### config.mk
export PLATFORM = sky130hd
export DESIGN_NAME = dmem_arbiter_flat
export DESIGN_NICKNAME = d
export VERILOG_FILES = /design/src/rtl/dmem_pkg.sv /design/src/rtl/dmem_arbiter_if.sv /design/src/rtl/dmem_arbiter_rr_arb2.sv /design/src/rtl/dmem_arbiter.sv /design/src/flat_wrapper.sv
export SDC_FILE = /design/constraint.sdc
export NUM_CORES = 1
export LEC_CHECK = 0
export CAP_MARGIN = 5
export CORE_AREA = 2 2 103 105
export CTS_CLUSTER_DIAMETER = 50
export CTS_CLUSTER_SIZE = 16
export DETAILED_ROUTE_END_ITERATION = 10
export DIE_AREA = 0 0 105 107
export PLACE_DENSITY_LB_ADDON = 0.05
export SYNTH_ARGS = -nofsm -noshare
export SYNTH_HDL_FRONTEND = slang
export SYNTH_SLANG_ARGS = --single-unit
### constraint.sdc
create_clock -name clk -period 4.8 [get_ports clk]
set_input_delay 0.96 -clock clk [delete_from_list [all_inputs] [get_ports clk]]
set_output_delay 0.96 -clock clk [all_outputs]
set_load 0.05 [all_outputs]
### src/rtl/dmem_pkg.sv
// dmem_pkg: shared arbiter state encoding and default memory geometry.
package dmem_pkg;
    localparam int ADDR_W_DEF = 12;
    localparam int DATA_W_DEF = 32;
    typedef enum logic {ARB, LOCK1} arb_state_e;
endpackage

### src/rtl/dmem_arbiter_if.sv
// dmem_arbiter_if: one requester's valid/ready request channel plus its read response.
interface dmem_arbiter_if
    import dmem_pkg::*;
#(
    parameter int ADDR_W = ADDR_W_DEF,
    parameter int DATA_W = DATA_W_DEF
);
    logic              valid;
    logic              we;
    logic [ADDR_W-1:0] addr;
    logic [DATA_W-1:0] wdata;
    logic              ready;
    logic              rvalid;
    logic [DATA_W-1:0] rdata;
    modport master (output valid, we, addr, wdata, input ready, rvalid, rdata);
    modport slave (input valid, we, addr, wdata, output ready, rvalid, rdata);
endinterface

### src/rtl/dmem_arbiter_rr_arb2.sv
// rr_arb2: two-way round-robin grant; a contended cycle goes to the port that was not granted last.
module rr_arb2 (
    input  logic [1:0] req_i,
    input  logic       last_grant_i,
    output logic [1:0] gnt_o
);
    assign gnt_o[0] = req_i[0] & (~req_i[1] | last_grant_i);
    assign gnt_o[1] = req_i[1] & (~req_i[0] | ~last_grant_i);
endmodule

### src/rtl/dmem_arbiter.sv
// dmem_arbiter: shares one single-ported data memory between the core (m0) and a DMA/debug master (m1),
// round-robin with an optional capped m1 burst lock.
module dmem_arbiter
    import dmem_pkg::*;
#(
    parameter int ADDR_W   = ADDR_W_DEF,
    parameter int DATA_W   = DATA_W_DEF,
    parameter int LOCK_MAX = 16
) (
    input  logic              clk,
    input  logic              rst_n,
    dmem_arbiter_if.slave     m0,
    dmem_arbiter_if.slave     m1,
    input  logic              m1_lock_i,
    output logic              dmem_wen_o,
    output logic [ADDR_W-1:0] dmem_waddr_o,
    output logic [DATA_W-1:0] dmem_wdata_o,
    output logic              dmem_ren_o,
    output logic [ADDR_W-1:0] dmem_raddr_o,
    input  logic [DATA_W-1:0] dmem_rdata_i
);
    localparam logic [7:0] LOCK_MAX_C = 8'(LOCK_MAX);
    arb_state_e        state_q, state_d;
    logic              last_q, last_d;
    logic [7:0]        cnt_q, cnt_d;
    logic [1:0]        arb_gnt, gnt;
    logic              hold, op_we;
    logic [ADDR_W-1:0] op_addr;
    logic [DATA_W-1:0] op_wdata;
    logic              rv0_q, rv1_q;
    logic [DATA_W-1:0] rd0_q, rd1_q;

    rr_arb2 u_rr (
        .req_i       ({m1.valid, m0.valid}),
        .last_grant_i(last_q),
        .gnt_o       (arb_gnt)
    );

    // Any failed hold condition drops back to round-robin, which favours m0 because m1 was last.
    always_comb begin
        hold     = state_q == LOCK1 && m1.valid && m1_lock_i && cnt_q < LOCK_MAX_C;
        gnt      = !rst_n ? 2'b00 : hold ? 2'b10 : arb_gnt;
        state_d  = ARB;
        cnt_d    = '0;
        last_d   = |gnt ? gnt[1] : last_q;
        if (hold) begin
            state_d = LOCK1;
            cnt_d   = (cnt_q == 8'hFF) ? cnt_q : cnt_q + 8'd1;
        end else if (gnt[1] && m1_lock_i) begin
            state_d = LOCK1;
            cnt_d   = 8'd1;
        end
        op_we    = gnt[1] ? m1.we : m0.we;
        op_addr  = gnt[1] ? m1.addr : m0.addr;
        op_wdata = gnt[1] ? m1.wdata : m0.wdata;
    end

    assign m0.ready     = gnt[0];
    assign m1.ready     = gnt[1];
    assign m0.rvalid    = rv0_q;
    assign m1.rvalid    = rv1_q;
    assign m0.rdata     = rd0_q;
    assign m1.rdata     = rd1_q;
    assign dmem_wen_o   = |gnt & op_we;
    assign dmem_waddr_o = dmem_wen_o ? op_addr : '0;
    assign dmem_wdata_o = dmem_wen_o ? op_wdata : '0;
    assign dmem_ren_o   = |gnt & ~op_we;
    assign dmem_raddr_o = dmem_ren_o ? op_addr : '0;

    always_ff @(posedge clk or negedge rst_n) begin
        if (!rst_n) begin
            state_q <= ARB;
            last_q  <= 1'b1;
            cnt_q   <= '0;
            rv0_q   <= 1'b0;
            rv1_q   <= 1'b0;
            rd0_q   <= '0;
            rd1_q   <= '0;
        end else begin
            state_q <= state_d;
            last_q  <= last_d;
            cnt_q   <= cnt_d;
            rv0_q   <= gnt[0] & ~op_we;
            rv1_q   <= gnt[1] & ~op_we;
            if (gnt[0] & ~op_we) rd0_q <= dmem_rdata_i;
            if (gnt[1] & ~op_we) rd1_q <= dmem_rdata_i;
        end
    end
endmodule

### src/flat_wrapper.sv
// flat-port wrapper written by rule: the top's interface ports become plain ports
module dmem_arbiter_flat import dmem_pkg::*;
#(
    parameter int ADDR_W   = ADDR_W_DEF,
    parameter int DATA_W   = DATA_W_DEF,
    parameter int LOCK_MAX = 16
)
  (clk, rst_n, m1_lock_i, dmem_wen_o, dmem_waddr_o, dmem_wdata_o, dmem_ren_o, dmem_raddr_o, dmem_rdata_i, m0_valid, m0_we, m0_addr, m0_wdata, m0_ready, m0_rvalid, m0_rdata, m1_valid, m1_we, m1_addr, m1_wdata, m1_ready, m1_rvalid, m1_rdata);
  dmem_arbiter_if #(.ADDR_W(ADDR_W), .DATA_W(DATA_W)) m0_i ();
  dmem_arbiter_if #(.ADDR_W(ADDR_W), .DATA_W(DATA_W)) m1_i ();
  input  logic clk;
  input  logic rst_n;
  input  logic m1_lock_i;
  output logic dmem_wen_o;
  output logic [ADDR_W-1:0] dmem_waddr_o;
  output logic [DATA_W-1:0] dmem_wdata_o;
  output logic dmem_ren_o;
  output logic [ADDR_W-1:0] dmem_raddr_o;
  input  logic [DATA_W-1:0] dmem_rdata_i;
  input wire logic [$bits(m0_i.valid)-1:0] m0_valid;
  input wire logic [$bits(m0_i.we)-1:0] m0_we;
  input wire logic [$bits(m0_i.addr)-1:0] m0_addr;
  input wire logic [$bits(m0_i.wdata)-1:0] m0_wdata;
  output wire logic [$bits(m0_i.ready)-1:0] m0_ready;
  output wire logic [$bits(m0_i.rvalid)-1:0] m0_rvalid;
  output wire logic [$bits(m0_i.rdata)-1:0] m0_rdata;
  input wire logic [$bits(m1_i.valid)-1:0] m1_valid;
  input wire logic [$bits(m1_i.we)-1:0] m1_we;
  input wire logic [$bits(m1_i.addr)-1:0] m1_addr;
  input wire logic [$bits(m1_i.wdata)-1:0] m1_wdata;
  output wire logic [$bits(m1_i.ready)-1:0] m1_ready;
  output wire logic [$bits(m1_i.rvalid)-1:0] m1_rvalid;
  output wire logic [$bits(m1_i.rdata)-1:0] m1_rdata;
  assign m0_i.valid = m0_valid;
  assign m0_i.we = m0_we;
  assign m0_i.addr = m0_addr;
  assign m0_i.wdata = m0_wdata;
  assign m0_ready = m0_i.ready;
  assign m0_rvalid = m0_i.rvalid;
  assign m0_rdata = m0_i.rdata;
  assign m1_i.valid = m1_valid;
  assign m1_i.we = m1_we;
  assign m1_i.addr = m1_addr;
  assign m1_i.wdata = m1_wdata;
  assign m1_ready = m1_i.ready;
  assign m1_rvalid = m1_i.rvalid;
  assign m1_rdata = m1_i.rdata;
  dmem_arbiter #(.ADDR_W(ADDR_W), .DATA_W(DATA_W), .LOCK_MAX(LOCK_MAX)) u_core (.clk(clk), .rst_n(rst_n), .m0(m0_i), .m1(m1_i), .m1_lock_i(m1_lock_i), .dmem_wen_o(dmem_wen_o), .dmem_waddr_o(dmem_waddr_o), .dmem_wdata_o(dmem_wdata_o), .dmem_ren_o(dmem_ren_o), .dmem_raddr_o(dmem_raddr_o), .dmem_rdata_i(dmem_rdata_i));
endmodule
Yosys cells after proc, flatten, opt, wreduce, memory -nomap -nowiden

Cells that the tools add are included.

Bits in registers: 76
Bits of input ports: 127
Output and inout port bits: 126
Word-level logic and storage cells: 41

Add/sub/neg operators: 1
$lt $le $gt $ge: 1
Eq/ne operators: 2
Multiplexer cells: 13
Bitwise logic cells: 12
Reductions and logical operators: 5

Operators by type and width:

| operator                                                    | number |
|---|---|
| two-way mux 32 bit                                          | 2 |
| two-way mux 12 bit                                          | 3 |
| two-way mux 8 bit                                           | 2 |
| adder 8 x 1 -> 8 bit (second input constant)                | 1 |
| equality test 8 bit (second input constant)                 | 1 |
| less-than comparator 8 x 5 -> 1 bit (second input constant) | 1 |
| AND 1 bit                                                   | 6 |
| logical AND 1 bit                                           | 4 |
| two-way mux 1 bit                                           | 4 |
| two-way mux 2 bit                                           | 2 |
| NOT 1 bit                                                   | 4 |
| != test 2 bit (second input constant)                       | 1 |
| bitwise OR 1 bit                                            | 2 |
| OR reduction 2 bit                                          | 1 |

Longest topological paths before layout

Word-level depth: 9
Gate-level depth with buffers: 6
Gate-level depth less buffers: 5

Modules after synthesis

Synthesis repeated with hierarchy kept, for this count alone.

Cell total of the unflattened synthesis: 289
Area, all modules: 3781.1 um^2

By module, submodules not included:

| module       | instances | cells each | area each (um^2) | sequential area each (um^2) |
|---|---|---|---|---|
| dmem_arbiter | 1         | 286        | 3762.4           | 1903.1 |
| rr_arb2      | 1         | 3          | 18.8             | 0.0 |

Worst setup path after synthesis

No wires, ideal clock.

Path type: input to output
Start point: in m1_valid
End point: out dmem_waddr_o[10]
Arrival time: 2889 ps
Data required time: 3840 ps
Path slack: 951 ps
Stages: 6
Path buffers: 2
Cells stage by stage: and4bb_2 -> nand2_2 -> and2_1 -> buf_2 -> buf_2 -> o21ai_0

Cells in the longest elaborated chain, start to end: 8
Elaborated cells between the ends (all ways): 14
Those cells by class: mux (5); bitwise (5); reduce/logical (4)

Ends and longest elaborated chain:

| element                                                 | line                                          | text |
|---|---|---|
| from (decl)                                             | flat_wrapper.sv:27                            | `input wire logic [$bits(m1_i.valid)-1:0] m1_valid;` |
| NOT 1 bit or logical AND 1 bit (tied branches)          | dmem_arbiter_rr_arb2.sv:7, dmem_arbiter.sv:41 |  |
| bitwise OR 1 bit or logical AND 1 bit (tied branches)   | dmem_arbiter_rr_arb2.sv:7, dmem_arbiter.sv:41 |  |
| AND 1 bit or logical AND 1 bit (tied branches)          | dmem_arbiter_rr_arb2.sv:7, dmem_arbiter.sv:41 |  |
| two-way mux 2 bit * (2 in a row)                        | dmem_arbiter.sv:42                            | `gnt = !rst_n ? 2'b00 : hold ? 2'b10 : arb_gnt;` |
| OR reduction 2 bit or two-way mux 1 bit (tied branches) | dmem_arbiter.sv:64, dmem_arbiter.sv:53        |  |
| AND 1 bit                                               | dmem_arbiter.sv:64                            | `assign dmem_wen_o = \|gnt & op_we;` |
| two-way mux 12 bit *                                    | dmem_arbiter.sv:65                            | `assign dmem_waddr_o = dmem_wen_o ? op_addr : '0;` |
| to (decl)                                               | flat_wrapper.sv:15                            | `output logic [ADDR_W-1:0] dmem_waddr_o;` |

Every way passes the cells marked *; elsewhere a longest branch is shown, timed or not.

Final worst setup path

Start point: in m1_valid
End point: out m0_ready

Cells in the longest elaborated chain, start to end: 5
Elaborated cells between the ends (all ways): 8
Those cells by class: mux (2); bitwise (3); reduce/logical (3)

Ends and longest elaborated chain:

| element                                               | line                                          | text |
|---|---|---|
| NOT 1 bit or logical AND 1 bit (tied branches)        | dmem_arbiter_rr_arb2.sv:7, dmem_arbiter.sv:41 |  |
| bitwise OR 1 bit or logical AND 1 bit (tied branches) | dmem_arbiter_rr_arb2.sv:7, dmem_arbiter.sv:41 |  |
| AND 1 bit or logical AND 1 bit (tied branches)        | dmem_arbiter_rr_arb2.sv:7, dmem_arbiter.sv:41 |  |
| two-way mux 2 bit * (2 in a row)                      | dmem_arbiter.sv:42                            |  |
| to (decl)                                             | flat_wrapper.sv:24                            | `output wire logic [$bits(m0_i.ready)-1:0] m0_ready;` |

Marks and branches as above.

==> results.yml <==
cells_and_area:
  drive_gt1_share_pct: 20.54
  layout.cells.most_common_list: "sky130_fd_sc_hd__clkdlybuf4s50_1 (192), sky130_fd_sc_hd__dfrtp_1 (75), sky130_fd_sc_hd__buf_12 (59)"
  regArea_sq_um: 1903
  final_core_util_pct: 72.14
  fillCellCount: 761
  design_area_sq_um: 7281
  layout_commonest_cell: "sky130_fd_sc_hd__clkdlybuf4s50_1"
  final_nets: 751
  final-instance-count-excl-fill: 764
  antenna_cells: 0
  multi_input_gate_area_in_the_final_layout_sq_um: 1807
  area_delta_synth_final_pct: 88.13
clock_tree:
  clk-insertion-delay-late_ns: 0.35
  cts_buffer_depth: 2
  cts_post_setup_buffers_inserted: 0
  post_cts_resized: 0
  tritoncts.num_buffers: 9
  cts.sink_count: 76
  cts_tree: "done"
  clkSlewWorstSetupHoldPaths_ns: 0.08
  root_buffer: "sky130_fd_sc_hd__clkbuf_8"
  cts_hold_buffers: 0
  htreeDepth: 3
placed_design:
  dpl_cell_area_sq_um: 7088
  numPortBuffers: 252
  dp.final_hpwl_microns: 10580
  finalWeightedCongestion: 0.8694
  place.detailed.instances: 748
timing:
  timing.clock.skew_ns: 0.01146
  final_period_minus_worst_setup_slack_ns: 3.983
  final_max_slew_viol_count: 0
  final-setup-viol-count: 0
  maxSlewHeadroom_pct: 38.08
  hold_viol: 0
  worst_slew_pin_slew_ns: 0.9288
  tns_ns: 0
  hold_slack_ns: 0.4086
  rsz0062_at_grt: "no"
  achievable-frequency_mhz: 251.1
  final_min_period_over_clock_period_pct: 82.98
floorplanning:
  ios: 253
  initial_core_util_pct: 38.35
  dieHeight_microns: 107
  fp.dieW_microns: 105
  die_area_sq_um: 11240
  floorplan.core_area_sq_um: 10090
  placementRows: 37
synthesis:
  syn-cell-area_sq_um: 3870
  synthesis_warning_total: 0
  synth.ff_latch_count: 76
  synth_cells: 383
  synth_cell_type_count: 30
  synth_seq_area_share_pct: 49.18
  synth.avg_cell_area_sq_um: 10.10
pwr:
  power_frac_comb_pct: 49.6
  switching_power_w: 0.001093
  pwr-share-clk_pct: 18.1
  total_leakage_power_nw: 2.891
  power_frac_seq_pct: 32.3
  worst_case_vdd_ir_drop_v: 0.0003711
  power_switching_share_pct: 41.80
  pwr_density_cell_nw_per_um2: 359.1
  cell_internal_pwr_w: 0.001522
routing:
  wirelength_microns: 14320
  drt_drc_violations_left: 0
  drt_iter0_markers: 248
  drt-wirelength-per-cell_microns: 18.74
  drt-pass1-iter-count: 6
  vias: 4011
  post_drt_via_cell_ratio: 5.250
  ant_nets: 0
global_route:
  number_of_global_route_vias_before_repair: 4003
  grt_usage_pct: 25.08
  antenna_found_initial: 0
  largest_net_degree_at_the_start_of_global_routing: 76
  global_route_wire_length_before_repair_microns: 21980
  grt.overflow.total: 0
status:
  outcome: "complete, no violations"
worst_setup_path:
  critical_path.max_fanout: 8
  setup.worst_path.start_class: "primary input"
  worst-setup-path-type: "in -> out"
  worst-endpoint-arrival_ns: 3.02
  reg2reg_slack_ns: 2.53
  cp.required_ns: 3.84
  critical_path.endpoint_type: "primary output"
min_path:
  class_of_the_worst_hold_path: "in -> async"
flow_run:
  drv.max_cap_violation_count: 0
[kinds of logic after synthesis]
group	share of synthesized area, %
multiplexers	18.91
buffers and inverters	4.462
AND/OR/NAND/NOR	17.85
AO/OA/AOI/OAI	8.730
flip-flops	49.18
other	0.09690
adder cells (fa/ha/maj)	0.3233
XOR/XNOR	0.4527
[power by group through the flow]
stage               Clock, W  Sequential [W]  Combinational (W)
global route        0.000512        0.000862            0.00134
floorplan                  0         0.00133           0.000262
global placement           0        0.000846            0.00129
finish              0.000474        0.000844            0.00130
CTS                 0.000489        0.000845            0.00131
detailed placement         0        0.000856            0.00130
[layer usage]
metal	routed length, microns	GRT usage, %	up-vias	share of wire [%]
met1	5478	29.98	1930	38
met4	469	11.43	0	3.3
met2	7169	41.70	189	50
met3	1203	7.538	39	8.4
li1	-	-	1853	-
met5	0	0	-	0
[registers in the layout (all words and copies together), names as in the netlist]
| name | count |
|---|---|
| u_core.m0.rvalid | 1 |
| u_core.m1.rvalid | 1 |
| u_core.m1.rdata | 32 |
| u_core.last_q | 1 |
| u_core.state_q | 1 |
| u_core.cnt_q | 8 |
| u_core.m0.rdata | 32 |
[area by class of cell]
class                           count  area share (%)
Clock buffer                       10           1.753
Inverter                            4          0.2062
Tap cell                          136           2.337
Sequential cell                    76           26.14
Timing Repair Buffer              263           43.86
Multi-Input combinational cell    269           24.82
Clock inverter                      6          0.8936
[worst max-delay path, cell delays in order]
cell,delay [ns]
sky130_fd_sc_hd__clkdlybuf4s50_1,0.49
sky130_fd_sc_hd__and4bb_2,0.28
sky130_fd_sc_hd__nand3_1,0.23
sky130_fd_sc_hd__nand3_1,0.14
sky130_fd_sc_hd__nor2_1,0.11
sky130_fd_sc_hd__clkdlybuf4s50_1,0.81
[per-stage QoR]
stage | total power, W | worst slack [ns]
floorplan | 0.001589 | 0.9505
global placement | 0.002134 | 0.8136
detailed placement | 0.002158 | 0.8150
CTS | 0.002640 | 0.8048
global route | 0.002717 | 0.6665
finish | 0.002615 | 0.8167
[cells in the mapped netlist, drive strengths merged]
library cell  number  area (sq um)
inv                4         15.01
dfstp              1         26.28
o21a               1         7.510
conb               1         3.750
nand4             56         350.3
nor2b              1         6.260
o22ai              1         6.260
buf               17         86.33
and4bb             2         25.02
nand2b             1         6.260
nand2             59         224.0
a21boi             1         18.77
xnor2              1         8.760
a22o               1         8.760
o21ai             58         290.3
nand3              5         30.03
a31oi              1         6.260
nor2               8         30.03
mux2              65         732.0
ha                 1         12.51
dfrtp             75          1877
xor2               1         8.760
clkbuf            19         71.32
and2               3         18.77
[final timing paths]
| kind | start | to | cells past startpoint |
|---|---|---|---|
| max | m1_valid | m0_ready | 6 |
| min | rst_n | u_core.cnt_q[5]$_DFFE_PN0P_ | 1 |
| max reg2reg | u_core.cnt_q[4]$_DFFE_PN0P_ | u_core.m1.rdata[19]$_DFFE_PN0P_ | 6 |
| min reg2reg | u_core.m1.rdata[31]$_DFFE_PN0P_ | u_core.m1.rdata[31]$_DFFE_PN0P_ | 1 |
| max in group asynchronous | rst_n | u_core.m1.rdata[8]$_DFFE_PN0P_ | 2 |
| min in group clk | u_core.m1.rdata[31]$_DFFE_PN0P_ | u_core.m1.rdata[31]$_DFFE_PN0P_ | 1 |
Note: power is estimated with default switching activity, not from simulation.
